## src/rtl/carrega_operandos.sv

```systemverilog
// Assembles two 16-bit operands from a stream of 8-bit bytes and hands the pair
// to the downstream logic stage with a valid/accept handshake.
module carrega_operandos #(
    parameter bit MSB_PRIMEIRO = 1'b0
) (
    input  logic        i_clk,
    input  logic        i_rst_n,
    input  logic [7:0]  i_dado,
    input  logic        i_dado_valido,
    output logic        o_pronto,
    input  logic        i_limpa,
    output logic [15:0] o_a,
    output logic [15:0] o_b,
    output logic        o_oper_valido,
    input  logic        i_oper_aceito,
    output logic [7:0]  o_contagem
);

    typedef enum logic [2:0] {
        CARGA_A0,
        CARGA_A1,
        CARGA_B0,
        CARGA_B1,
        ENTREGA
    } t_estado;

    t_estado     r_estado;
    t_estado     w_prox_estado;
    logic [15:0] r_a;
    logic [15:0] r_b;
    logic [7:0]  r_contagem;

    logic        w_pronto;
    logic        w_transfere;
    logic        w_aceita;
    logic        w_sel_b;
    logic        w_alto;

    // PRONTO comes straight from the state register, never from DADO_VALIDO.
    assign w_pronto    = (r_estado != ENTREGA);
    assign w_transfere = i_dado_valido & w_pronto & ~i_limpa;
    assign w_aceita    = (r_estado == ENTREGA) & i_oper_aceito & ~i_limpa;

    // Second byte of each operand goes to the high lane unless the order is swapped.
    assign w_sel_b = (r_estado == CARGA_B0) || (r_estado == CARGA_B1);
    assign w_alto  = ((r_estado == CARGA_A1) || (r_estado == CARGA_B1)) ^ MSB_PRIMEIRO;

    always_comb begin
        w_prox_estado = r_estado;
        if (i_limpa) begin
            w_prox_estado = CARGA_A0;
        end else begin
            case (r_estado)
                CARGA_A0: if (i_dado_valido) w_prox_estado = CARGA_A1;
                CARGA_A1: if (i_dado_valido) w_prox_estado = CARGA_B0;
                CARGA_B0: if (i_dado_valido) w_prox_estado = CARGA_B1;
                CARGA_B1: if (i_dado_valido) w_prox_estado = ENTREGA;
                ENTREGA:  if (i_oper_aceito) w_prox_estado = CARGA_A0;
                default:  w_prox_estado = CARGA_A0;
            endcase
        end
    end

    always_ff @(posedge i_clk or negedge i_rst_n) begin
        if (!i_rst_n) begin
            r_estado   <= CARGA_A0;
            r_contagem <= 8'd0;
        end else begin
            r_estado <= w_prox_estado;
            if (w_aceita) begin
                r_contagem <= r_contagem + 8'd1;
            end
        end
    end

    always_ff @(posedge i_clk or negedge i_rst_n) begin
        if (!i_rst_n) begin
            r_a <= 16'd0;
            r_b <= 16'd0;
        end else if (i_limpa) begin
            r_a <= 16'd0;
            r_b <= 16'd0;
        end else if (w_transfere) begin
            case ({w_sel_b, w_alto})
                2'b00:   r_a[7:0]  <= i_dado;
                2'b01:   r_a[15:8] <= i_dado;
                2'b10:   r_b[7:0]  <= i_dado;
                default: r_b[15:8] <= i_dado;
            endcase
        end
    end

    assign o_pronto      = w_pronto;
    assign o_oper_valido = (r_estado == ENTREGA);
    assign o_a           = r_a;
    assign o_b           = r_b;
    assign o_contagem    = r_contagem;

endmodule

```

## config.mk

```make
export PLATFORM = sky130hd
export DESIGN_NAME = carrega_operandos
export DESIGN_NICKNAME = d
export VERILOG_FILES = /design/src/rtl/carrega_operandos.sv
export SDC_FILE = /design/constraint.sdc
export NUM_CORES = 1
export LEC_CHECK = 0
export BUFFER_PORTS_ARGS = -buffer_cell sky130_fd_sc_hd__buf_4
export CAP_MARGIN = 15
export CORE_MARGIN = 1
export CORE_UTILIZATION = 51
export DETAILED_ROUTE_END_ITERATION = 6
export GPL_TIMING_DRIVEN = 0
export PLACE_DENSITY = 0.79
export REMOVE_ABC_BUFFERS = 1
export SLEW_MARGIN = 20
export SYNTH_ARGS = -nofsm -noshare
export SYNTH_HDL_FRONTEND = slang
export SYNTH_SLANG_ARGS = --single-unit
```

## constraint.sdc

```tcl
create_clock -name i_clk -period 1.7 [get_ports i_clk]
set_input_delay 0.17 -clock i_clk [delete_from_list [all_inputs] [get_ports i_clk]]
set_output_delay 0.17 -clock i_clk [all_outputs]
set_load 0.1 [all_outputs]
```

### Yosys cells after proc, flatten, opt, wreduce, memory -nomap -nowiden

Index checks and enable logic that the tools add are counted.

* register bits: 43
* input bits: 13
* output and inout bits: 42

* add/subtract/negate cells: 1
* eq/ne operators: 13
* mux-type cells: 15
* bitwise gates (word level): 5
* reduce and logical (&&, ||, !) cells: 14

Operators with widths (number)
* two-way mux 16 bit: 4
* two-way mux 8 bit: 4
* two-way mux 3 bit: 6
* inequality test 3 bit, second input constant: 5
* case mux 3 bit (5 select lines): 1
* adder 8 x 1 -> 8 bit, second input constant: 1
* AND reduction 2 bit: 4
* nonzero test 2 bit: 4
* == test 3 x 2 -> 1 bit, second input constant: 2
* AND reduction 5 bit: 1
* bitwise AND 1 bit: 4
* == test 3 x 1 -> 1 bit, second input constant: 1
* == test 3 bit, second input constant: 1
* zero test 3 bit: 1
* inequality test 3 x 2 -> 1 bit, second input constant: 1
* OR reduction 3 bit: 1
* == test 2 x 1 -> 1 bit, second input constant: 1
* == test 2 bit, second input constant: 1
* zero test 2 bit: 1
* logical OR 1 bit: 2
* inequality test 2 x 1 -> 1 bit, second input constant: 1
* NOT 1 bit: 1

### Depth between registers and ports, before layout

Gate-level depths: netlist of run 1.

* depth after elaboration: 7
* mapped depth: 4
* mapped depth without buffers: 4

### Worst setup path after synthesis of run 1

No wires, ideal clock.

* path kind: register -> output
* from: reg r_estado[1]
* to: out o_pronto
* arrival time: 4.122 ns
* data required time: 1.530 ns
* path slack: -2.592 ns
* stages on the path, launching flop included: 4
* cells stage by stage: dfrtp_1 -> buf_2 -> nor3b_1 -> inv_1

* longest elaborated chain between the ends: 1

RTL lines
* start: declaration: RTL line 27 `t_estado r_estado;`
* start signal: assignment: RTL line 69 `r_estado <= w_prox_estado;`
* inequality test 3 bit: RTL line 40 `assign w_pronto = (r_estado != ENTREGA);`
* end: declaration: RTL line 10 `output logic o_pronto,`

No other way between the ends.

### Worst setup path in the final report of run 1

* from: reg r_estado[2]
* to: out o_pronto

The elaborated chain is that of the path after synthesis.

==> summary.md, run 1 <==
| Metric | Value |
|---|---|
| WS Path Type | `register to primary output` |
| Full die area | `roughly 3900 um^2` |
| Gr ovfl total | `0` |
| End of the critical path | `o_pronto` |
| DP HPWL | `~2.6 mm` |
| H-tree Lvls | `2` |
| Buf/Inv on CP | `2` |
| FMAX | `approximately 600 MHz` |
| Synth warnings | `0` |
| Worst flop-to-flop path endpoint | `o_contagem[7]$_DFFE_PN0P_` |
| Placed cell count | `about 230` |
| M1 WL | `around 1.6 mm` |
| Routed WL per cell | `~16 um` |
| Final Util | `~73%` |
| Synth cell count leaders | `dfrtp_1, mux2_2, nor2b_1` |
| Max_cap viols | `0` |
| Routed via count | `between 1k and 1.5k` |
| Crit Path Max Fanout | `9` |
| CP max stage delay | `510 ps` |
| Die Height | `62.52 um` |
| Max Slew Vio Count | `0` |
| EDFF count, synth | `0` |
| Seq cells post-synth | `between 40 and 50` |
| # setup viols final | `0` |
| CP Data Arrival Time | `roughly 1500 ps` |
| Ports | `55` |
| Worst-case register-to-register setup slack | `approximately 110 ps` |
| Fin worst setup slack | `between 50 and 60 ps` |
| Final hold violation count | `0` |
| Final wirelength | `roughly 3.9 mm` |
| CTS clk-pin slew, worst paths | `between 100 and 150 ps` |
| Hold WS | `106.2 ps` |
| Critical Path Source Type | `register` |
| Hold depth | `3` |
| Die width | `around 63 um` |
| Synth area leaders | `dfrtp_1, mux2_2, nor2b_1` |
| Setup TNS | `0 ps` |
| Pwr Density | `between 1000 and 1500 nW/um^2` |
| Maximum vdd ir drop | `0.7190 mV` |
| Max clock buf depth | `2` |
| Outcome | `finished clean` |
| Mapped Area | `1868 um^2` |
| Synth area leader | `dfrtp_1` |
| Tot GR Track Use | `20.95%` |
| GPL Wtd Cong | `0.7076` |
| Antenna violations before repair | `0` |
| CP max-delay cell | `dfrtp_1` |
| Relative max-transition margin | `between 60% and 70%` |
| Initial DRC Count | `42` |
| Worst-Margin Slew | `around 530 ps` |
| Residual DRC | `0` |
| Number of antenna-violating nets in the routed design | `0` |
| Clk sinks | `43` |
| Core area | `around 3400 um^2` |
| Leak | `1.217 nW` |
| WL met2 | `2.078 mm` |
| Fraction of layout cells with a size suffix above 1 | `between 50% and 60%` |
| CP top delay family | `flip-flops` |
| # fillers | `between 200 and 250` |
| Pre-CTS WS | `-60.75 ps` |
| Vias in the first global route | `~1.3k` |
| Seq/Total Area, Yosys | `around 58%` |
| Later-pin clock latency in the skew report | `360 ps` |
| Initial Util | `roughly 55%` |
| Crit end category | `primary output` |
| Post-Syn Instances | `approximately 140` |
| Clock skew | `3.682 ps` |
| Worst path cell trace | `nor3b_4, inv_1, buf_4` |
| FF/Latch Area | `approximately 1100 um^2` |
| Synth unique cells | `27` |
| Most frequent cell after synthesis | `dfrtp_1` |
| Rows | `21` |
| Layout Nets | `between 200 and 250` |
| Synth top area share | `57.60%` |
| First-pass GRT wire length | `6.044 mm` |
| CTS Root Cell | `clkbuf_4` |
| Reg2reg start | `r_estado[0]$_DFFE_PN0P_` |
| Met3 wire len | `around 160 um` |
| Dominant synthesized flop cell | `dfrtp_1` |
| Worst setup path start | `r_estado[2]$_DFFE_PN0P_` |
| Asr flop ratio synth | `100.0%` |
| Worst r2r path cells | `3` |
| Post-layout min period | `1645 ps` |
| Area Overhead vs Synth | `32.82%` |
| CTS buffer count | `5` |
| N_diodes | `0` |
| Critical path depth in cells | `3` |
| Largest net degree at the start of global routing | `44` |
| CTS tree | `done` |
| Worst EP required | `1530 ps` |
| Drt pass-1 iters | `4` |
| Via density | `approximately 5.2` |
| Crit share post-route | `a little over nine tenths` |
| Final Non-Filler Cells | `between 200 and 250` |
| Area of the multi-input gates | `roughly 800 um^2` |
| Port bufs | `54` |
| Hold Crit Class | `primary input to register` |
| Avg Synthesized Cell Area | `13.54 um^2` |
| Max Used Layer | `met4` |
-- per-layer routing --
layer / track usage [%] / vias to the layer above
met5: 0 / -
met4: 9.012 / 0
met3: 6.752 / 6
met2: 36.01 / 32
met1: 23.77 / 633
li1: - / 596
-- metrics by stage --
stage          area (um^2)  total power [W]
6_report              2481         0.002674
5_1_grt               2481         0.002769
4_1_cts               2400         0.002662
3_5_place_dp          2307         0.002092
3_3_place_gp          2307         0.002075
2_1_floorplan         1844         0.001865
-- worst min path at each step --
stage	slack (ps)	to	startpoint
after global routing	90	o_contagem[4]$_DFFE_PN0P_	i_oper_aceito
after CTS	90	r_estado[0]$_DFFE_PN0P_	i_dado_valido
final	110	o_contagem[4]$_DFFE_PN0P_	i_oper_aceito
after global placement	170	o_contagem[5]$_DFFE_PN0P_	i_rst_n
after floorplan	-130	o_a[0]$_DFFE_PN0P_	i_rst_n
after detailed placement	180	o_contagem[5]$_DFFE_PN0P_	i_rst_n
-- tightest hold or removal path, delay by kind of cell --
family | cells | cell delay, ps
XOR/XNOR | 1 | 60
buffers and inverters | 1 | 130
AND/OR/NAND/NOR | 1 | 80
-- layout by cell type, fill, tap and decap left out, types with 2 or more instances in the layout --
| cell type | count |
|---|---|
| buf_12 | 2 |
| xor2_1 | 3 |
| nand2_1 | 5 |
| buf_4 | 53 |
| clkbuf_8 | 2 |
| mux2_2 | 33 |
| nor3_1 | 5 |
| clkbuf_4 | 5 |
| dfrtp_1 | 41 |
| and3_1 | 2 |
| a21oi_4 | 2 |
| nor2b_1 | 16 |
| inv_1 | 3 |
| xnor2_1 | 6 |
| dfrtp_2 | 2 |
| nand3_1 | 3 |
-- flip-flops by register name, summed over array words and instances, names as in the netlist --
register    count
o_contagem      8
r_estado        3
o_a            16
o_b            16
-- report_power, final --
group / switching (W) / internal, W / leakage (nW)
combinational: 0.000713 / 0.000228 / 0.613
clock: 0.000332 / 0.000242 / 0.0375
sequential: 0.0000571 / 0.00110 / 0.566
total: 0.00110 / 0.00157 / 1.22
-- timing repair --
action | in CTS | in global routing
buffers inserted | 0 | 2
endpoints found under the hold margin | 43 | 0
pin swaps | 0 | 1
hold buffers | 1 | 0
endpoints found under the setup margin | 19 | 30
gates resized for setup | 2 | 8
-- final cells by class --
type / instances / share of cell area (%)
Inverter: 3 / 0.4539
Multi-Input combinational cell: 88 / 32.32
Sequential cell: 43 / 43.47
Timing Repair Buffer: 57 / 18.51
Clock buffer: 7 / 2.622
Tap cell: 46 / 2.320
Clock inverter: 1 / 0.3026
-- cell families (layout without fill, tap and decap cells) --
group	count (synthesis)	in the layout	synth area share, %
simple gates	40	40	13.53
buf+inv	7	68	1.875
xor+xnor	9	9	4.220
flops	43	43	57.60
compound gates	5	5	2.211
mux	33	33	19.89
fa+ha+maj	1	1	0.6697
Power figures use the tool's default switching activity.
==> inputs of run 2 (changes only) <==
Settings changed: CORE_UTILIZATION 51 to 35, PLACE_DENSITY 0.79 to default.
==> run 2 against run 1 <==
- non-clock buffer count unchanged
- die area increased by 44%
- sequential power about the same
- critical path depth decreased by 1
- largest cell class unchanged
==> summary.md, run 2 (synthesis results as in run 1) <==
| Metric | Value |
|---|---|
| Via density | `4.758 (-8.0%)` |
| Tot GR Track Use | `15.87% (-5.1 points)` |
| Area Overhead vs Synth | `35.23%` |
| Pwr Density | `1107 nW/um^2 (+2.7%)` |
| Residual DRC | `0 (unchanged)` |
| Max_cap viols | `0 (unchanged)` |
| Die width | `75.06 um (+20%)` |
| Area of the multi-input gates | `795.8 um^2 (-0.78%)` |
| N_diodes | `0 (unchanged)` |
| Initial Util | `36.58% (-18 points)` |
| Routed via count | `1280 (+1.0%)` |
| CTS clk-pin slew, worst paths | `80 ps (-40 ps)` |
| Layout Nets | `212 (unchanged)` |
| Final wirelength | `4.118 mm (+6.6%)` |
| WS Path Type | `register to primary output` |
| Initial DRC Count | `38 (-9.5%)` |
| Vias in the first global route | `1289 (-0.85%)` |
| Worst-Margin Slew | `535.7 ps (+9.843 ps)` |
| DP Area | `2337 um^2 (+1.3%)` |
| Leak | `1.234 nW (+1.4%)` |
| FF/Latch Area | `1076 um^2 (-0.23%)` |
| Port bufs | `54 (unchanged)` |
| Later-pin clock latency in the skew report | `290 ps (-70 ps)` |
| CTS Root Cell | `clkbuf_8` |
| Hold depth | `3 (unchanged)` |
| CP max stage delay | `500 ps (about the same)` |
| Die Height | `75.06 um (+20%)` |
| Ports | `55 (unchanged)` |
| First-pass GRT wire length | `6.423 mm (+6.3%)` |
| Highest-count cells in the layout ignoring fill and taps | `buf_4, dfrtp_1, mux2_2, nor2b_1, clkbuf_8` |
| Full die area | `5633 um^2 (+44%)` |
| Max Slew Vio Count | `0 (unchanged)` |
| Gr ovfl total | `0 (unchanged)` |
| Outcome | `finished clean` |
| # fillers | `480 (+100%)` |
| Commonest non-fill, non-tap cell in the layout | `buf_4` |
| Maximum vdd ir drop | `0.5450 mV (-24%)` |
| Worst path cell trace | `nor3b_2, buf_4` |
| Worst r2r path cells | `3 (unchanged)` |
| Critical Path Source Type | `register` |
| FMAX | `614.8 MHz (+1.1%)` |
| CP max-delay cell | `dfrtp_1` |
| H-tree Lvls | `2 (unchanged)` |
| Relative max-transition margin | `64.28% (-0.66 points)` |
| Crit Path Max Fanout | `9 (unchanged)` |
| # setup viols final | `0 (unchanged)` |
| Largest net degree at the start of global routing | `44 (unchanged)` |
| Post-layout min period | `1627 ps (-18.06 ps)` |
| Final Util | `49.46% (-23 points)` |
| Crit share post-route | `95.68% (-1.1 points)` |
| Clock skew | `6.998 ps (+3.317 ps)` |
| Setup TNS | `0 ps (unchanged)` |
| CTS buffer count | `5 (unchanged)` |
| Design area | `2526 um^2 (+1.8%)` |
| Total power | `0.002796 W (+4.6%)` |
| RSZ-0062 raised after global routing | `false` |
| Drt pass-1 iters | `2 (-2)` |
| Number of antenna-violating nets in the routed design | `0 (unchanged)` |
| GPL Wtd Cong | `0.7864 (+11%)` |
| Routed WL per cell | `15.31 um (-2.9%)` |
| CP Data Arrival Time | `1460 ps (about the same)` |
| Core area | `5107 um^2 (+50%)` |
| Antenna violations before repair | `0 (unchanged)` |
| Worst EP required | `1530 ps (about the same)` |
| Hold Crit Class | `primary input to register` |
| Max clock buf depth | `2 (unchanged)` |
| Final hold violation count | `0 (unchanged)` |
| Clk sinks | `43 (unchanged)` |
| Crit end category | `primary output` |
| DP HPWL | `2.820 mm (+7.2%)` |
| Fraction of layout cells with a size suffix above 1 | `53.27% (-1.5 points)` |
| Worst-case register-to-register setup slack | `90 ps (-20 ps)` |
| Rows | `26 (+24%)` |
| CTS tree | `done` |
[run 2: repair_timing]
item                       CTS  global route
buffers inserted             0             2
pin swaps                    0             2
setup endpoints to repair   28            11
hold buffers                 1             0
hold endpoints to repair    43             0
gates resized for setup      6             0
[run 2: metal layers]
layer  vias up  global-route usage [%]  share of wire (%)  wire length, um
met4         0                   5.031               0.87               36
met3         5                   5.087                6.2              255
li1        597                       -                  -                -
met5         -                       0                  0                0
met1       638                   19.44                 42             1714
met2        40                   26.63                 51             2111
[run 2: cell type report]
cell class	instances	share of cell area, %
Inverter	3	0.4458
Clock buffer	8	3.962
Multi-Input combinational cell	88	31.50
Timing Repair Buffer	57	18.03
Sequential cell	43	42.60
Tap cell	70	3.467
[run 2: power by group]
part           switching (W)  internal (W)
registers          0.0000577       0.00110
clock network       0.000326      0.000371
logic               0.000713      0.000228
[run 2: final timing paths]
check,startpoint,end
max in group asynchronous,i_rst_n,o_a[7]$_DFFE_PN0P_
min in group asynchronous,i_rst_n,o_contagem[0]$_DFFE_PN0P_
worst min-delay path,i_oper_aceito,o_contagem[4]$_DFFE_PN0P_
worst max register to register,r_estado[1]$_DFFE_PN0P_,o_a[1]$_DFFE_PN0P_
worst min register to register,o_contagem[7]$_DFFE_PN0P_,o_contagem[7]$_DFFE_PN0P_
worst max-delay path,r_estado[1]$_DFFE_PN0P_,o_oper_valido
[run 2: stage by stage]
stage,instances,hold slack (ps),worst slack [ps]
global placement,258,178.4,-48.45
floorplan,134,-125.6,-2582
global route,269,192.9,1.678
finish,269,188.1,73.46
CTS,267,178.9,18.22
detailed placement,258,194.2,-118.1
[run 2: critical path, delay by kind of cell (launching register included)]
family | cells | cell delay [ps]
flip-flops | 1 | 500
buffers and inverters | 1 | 350
AND/OR/NAND/NOR | 1 | 310
==> inputs of run 3 (changes only) <==
Settings changed: REMOVE_ABC_BUFFERS 1 to default.
==> run 3 against run 2 <==
- first-iteration DRC count rose by 61%
- clock-buffer cell count fell by 1
- routed wire length increased by 0.68%
- sequential share of layout area hardly changed
- critical path type is now register to register
- largest cell class unchanged
- largest power group unchanged
- highest routed layer unchanged
==> summary.md, run 3 (synthesis results as in run 1) <==
| Metric | Value |
|---|---|
| Flop pwr share | `40.9% (-0.6 points)` |
| Core area | `5107 um^2 (unchanged)` |
| Final hold violation count | `0 (unchanged)` |
| Switching share of total power | `39.58% (+0.37 points)` |
| Commonest non-fill, non-tap cell in the layout | `buf_4` |
| Worst EP required | `1880 ps (+350 ps)` |
| Post-layout min period | `1637 ps (+10.05 ps)` |
| RSZ-0062 raised after global routing | `false` |
| CTS clk-pin slew, worst paths | `80 ps (about the same)` |
| Routed via count | `1273 (-0.55%)` |
| Max_cap viols | `0 (unchanged)` |
| DP HPWL | `2.905 mm (+3.0%)` |
| Worst path cell trace | `and3b_2, a21oi_4, mux2_2` |
| Pint | `0.001695 W (-0.25%)` |
| Outcome | `finished clean` |
| Max Slew Vio Count | `0 (unchanged)` |
| Largest net degree at the start of global routing | `44 (unchanged)` |
| Antenna violations before repair | `0 (unchanged)` |
| Switching power | `0.001111 W (+1.3%)` |
| Number of antenna-violating nets in the routed design | `0 (unchanged)` |
| Initial DRC Count | `61 (+61%)` |
| Full die area | `5633 um^2 (unchanged)` |
| Ports | `55 (unchanged)` |
| Fraction of layout cells with a size suffix above 1 | `56.22% (+3.0 points)` |
| # setup viols final | `0 (unchanged)` |
| Relative max-transition margin | `57.23% (-7.1 points)` |
| Final Util | `49.78% (+0.32 points)` |
| N_diodes | `0 (unchanged)` |
| Critical Path Source Type | `register` |
| Hold Crit Class | `primary input to register` |
| Worst-case register-to-register setup slack | `60 ps (-30 ps)` |
| Drt pass-1 iters | `4 (+2)` |
| Crit Path Max Fanout | `9 (unchanged)` |
| Later-pin clock latency in the skew report | `300 ps (about the same)` |
| CTS Root Cell | `clkbuf_8` |
| Initial Util | `36.58% (unchanged)` |
| Clock skew | `7.092 ps (+0.09356 ps)` |
| Worst-Margin Slew | `641.6 ps (+105.9 ps)` |
| Gr ovfl total | `0 (unchanged)` |
| WS Path Type | `register to register` |
| Tot GR Track Use | `16.77% (+0.90 points)` |
| Comb power frac | `33.8% (+0.2 points)` |
| Port bufs | `54 (unchanged)` |
| Max clock buf depth | `2 (unchanged)` |
| CTS tree | `done` |
| FMAX | `611.0 MHz (-0.61%)` |
| GPL Wtd Cong | `0.8013 (+1.9%)` |
| CP max stage delay | `490 ps (about the same)` |
| CTS buffer count | `5 (unchanged)` |
| Clock share of power | `25.3% (+0.4 points)` |
| H-tree Lvls | `2 (unchanged)` |
| Final wirelength | `4.146 mm (+0.68%)` |
| CP Data Arrival Time | `1820 ps (+360 ps)` |
| Clk sinks | `43 (unchanged)` |
| Post-CTS setup buffer count | `0 (unchanged)` |
| Die width | `75.06 um (unchanged)` |
| Maximum vdd ir drop | `0.5151 mV (-5.5%)` |
| Pwr Density | `1104 nW/um^2 (-0.29%)` |
| Crit end category | `register` |
| Via density | `4.697 (-1.3%)` |
| Crit share post-route | `96.27% (+0.59 points)` |
| First-pass GRT wire length | `6.755 mm (+5.2%)` |
| Area Overhead vs Synth | `36.10%` |
| Post-Syn Nets | `around 150` |
| Layout Nets | `214 (+0.94%)` |
| Leak | `1.235 nW (about the same)` |
| Rows | `26 (unchanged)` |
| CP max-delay cell | `dfrtp_1` |
| Highest-count cells in the layout ignoring fill and taps | `buf_4, dfrtp_1, mux2_2, nor2b_1, clkbuf_8` |
| Setup TNS | `0 ps (unchanged)` |
| Vias in the first global route | `1362 (+5.7%)` |
| Residual DRC | `0 (unchanged)` |
| Die Height | `75.06 um (unchanged)` |
| Routed WL per cell | `15.30 um (about the same)` |
[run 3: cell count changes in the layout (fill, tap and decap cells not counted), sizes merged]
cell      before  now
clkbuf         8    9
clkinvlp       0    1
[run 3: path summary, 6_finish.rpt]
check / start / to / depth (start not counted)
setup / recovery: r_estado[2]$_DFFE_PN0P_ / o_b[11]$_DFFE_PN0P_ / 3
min in group asynchronous: i_rst_n / o_b[15]$_DFFE_PN0P_ / 2
setup reg to reg: r_estado[2]$_DFFE_PN0P_ / o_b[11]$_DFFE_PN0P_ / 3
hold reg to reg: o_contagem[7]$_DFFE_PN0P_ / o_contagem[7]$_DFFE_PN0P_ / 1
hold / removal: i_oper_aceito / o_contagem[4]$_DFFE_PN0P_ / 3
max in group asynchronous: i_rst_n / o_contagem[3]$_DFFE_PN0P_ / 2
[run 3: power by group through the flow]
| stage | clock network (W) | logic [W] | registers (W) |
|---|---|---|---|
| after floorplan | 0 | 0.000169 | 0.00171 |
| after global placement | 0 | 0.000933 | 0.00116 |
| after detailed placement | 0 | 0.000943 | 0.00117 |
| after CTS | 0.000744 | 0.000952 | 0.00115 |
| after global routing | 0.000786 | 0.000984 | 0.00116 |
| final | 0.000709 | 0.000949 | 0.00115 |
[run 3: layout make-up]
| cell class | count | area [um^2] |
|---|---|---|
| Fill cell | 461 | 2565 |
| Sequential cell | 43 | 1082 |
| Multi-Input combinational cell | 88 | 815.8 |
| Timing Repair Buffer | 55 | 415.4 |
| Clock buffer | 7 | 96.34 |
| Tap cell | 70 | 87.58 |
| Buffer | 4 | 26.28 |
| Inverter | 3 | 11.26 |
| Clock inverter | 1 | 7.507 |
[run 3: layer usage]
metal | share of wire [%] | GRT usage [%] | vias up | routed length [um]
li1 | - | - | 601 | -
met1 | 41 | 18.55 | 624 | 1714
met2 | 51 | 28.93 | 41 | 2100
met3 | 6.5 | 6.693 | 7 | 268
met4 | 1.5 | 6.499 | 0 | 63
met5 | 0 | 0 | - | 0
[run 3: critical path, delay by kind of cell (launching register included)]
kind,cells,cell delay [ps]
compound gates,1,360
flops,1,490
mux,1,380
simple gates,1,290
[run 3: per-stage QoR]
step | instances | power, W | worst slack, ps | cell area, um^2 | hold WS (ps)
after CTS | 271 | 0.002845 | 13.58 | 2516 | 165.8
after global placement | 262 | 0.002096 | -52.91 | 2381 | 178.7
after detailed placement | 262 | 0.002112 | -97.16 | 2381 | 195.7
after floorplan | 138 | 0.001883 | -563.6 | 1888 | -125.6
final | 271 | 0.002806 | 63.42 | 2542 | 172.7
after global routing | 271 | 0.002930 | 7.769 | 2542 | 174.6
[run 3: what timing repair did]
item	in CTS	in global routing
endpoints found under the hold margin	43	0
resized for setup	3	4
endpoints found under the setup margin	17	17
hold buffers	1	0
pin swaps	0	2
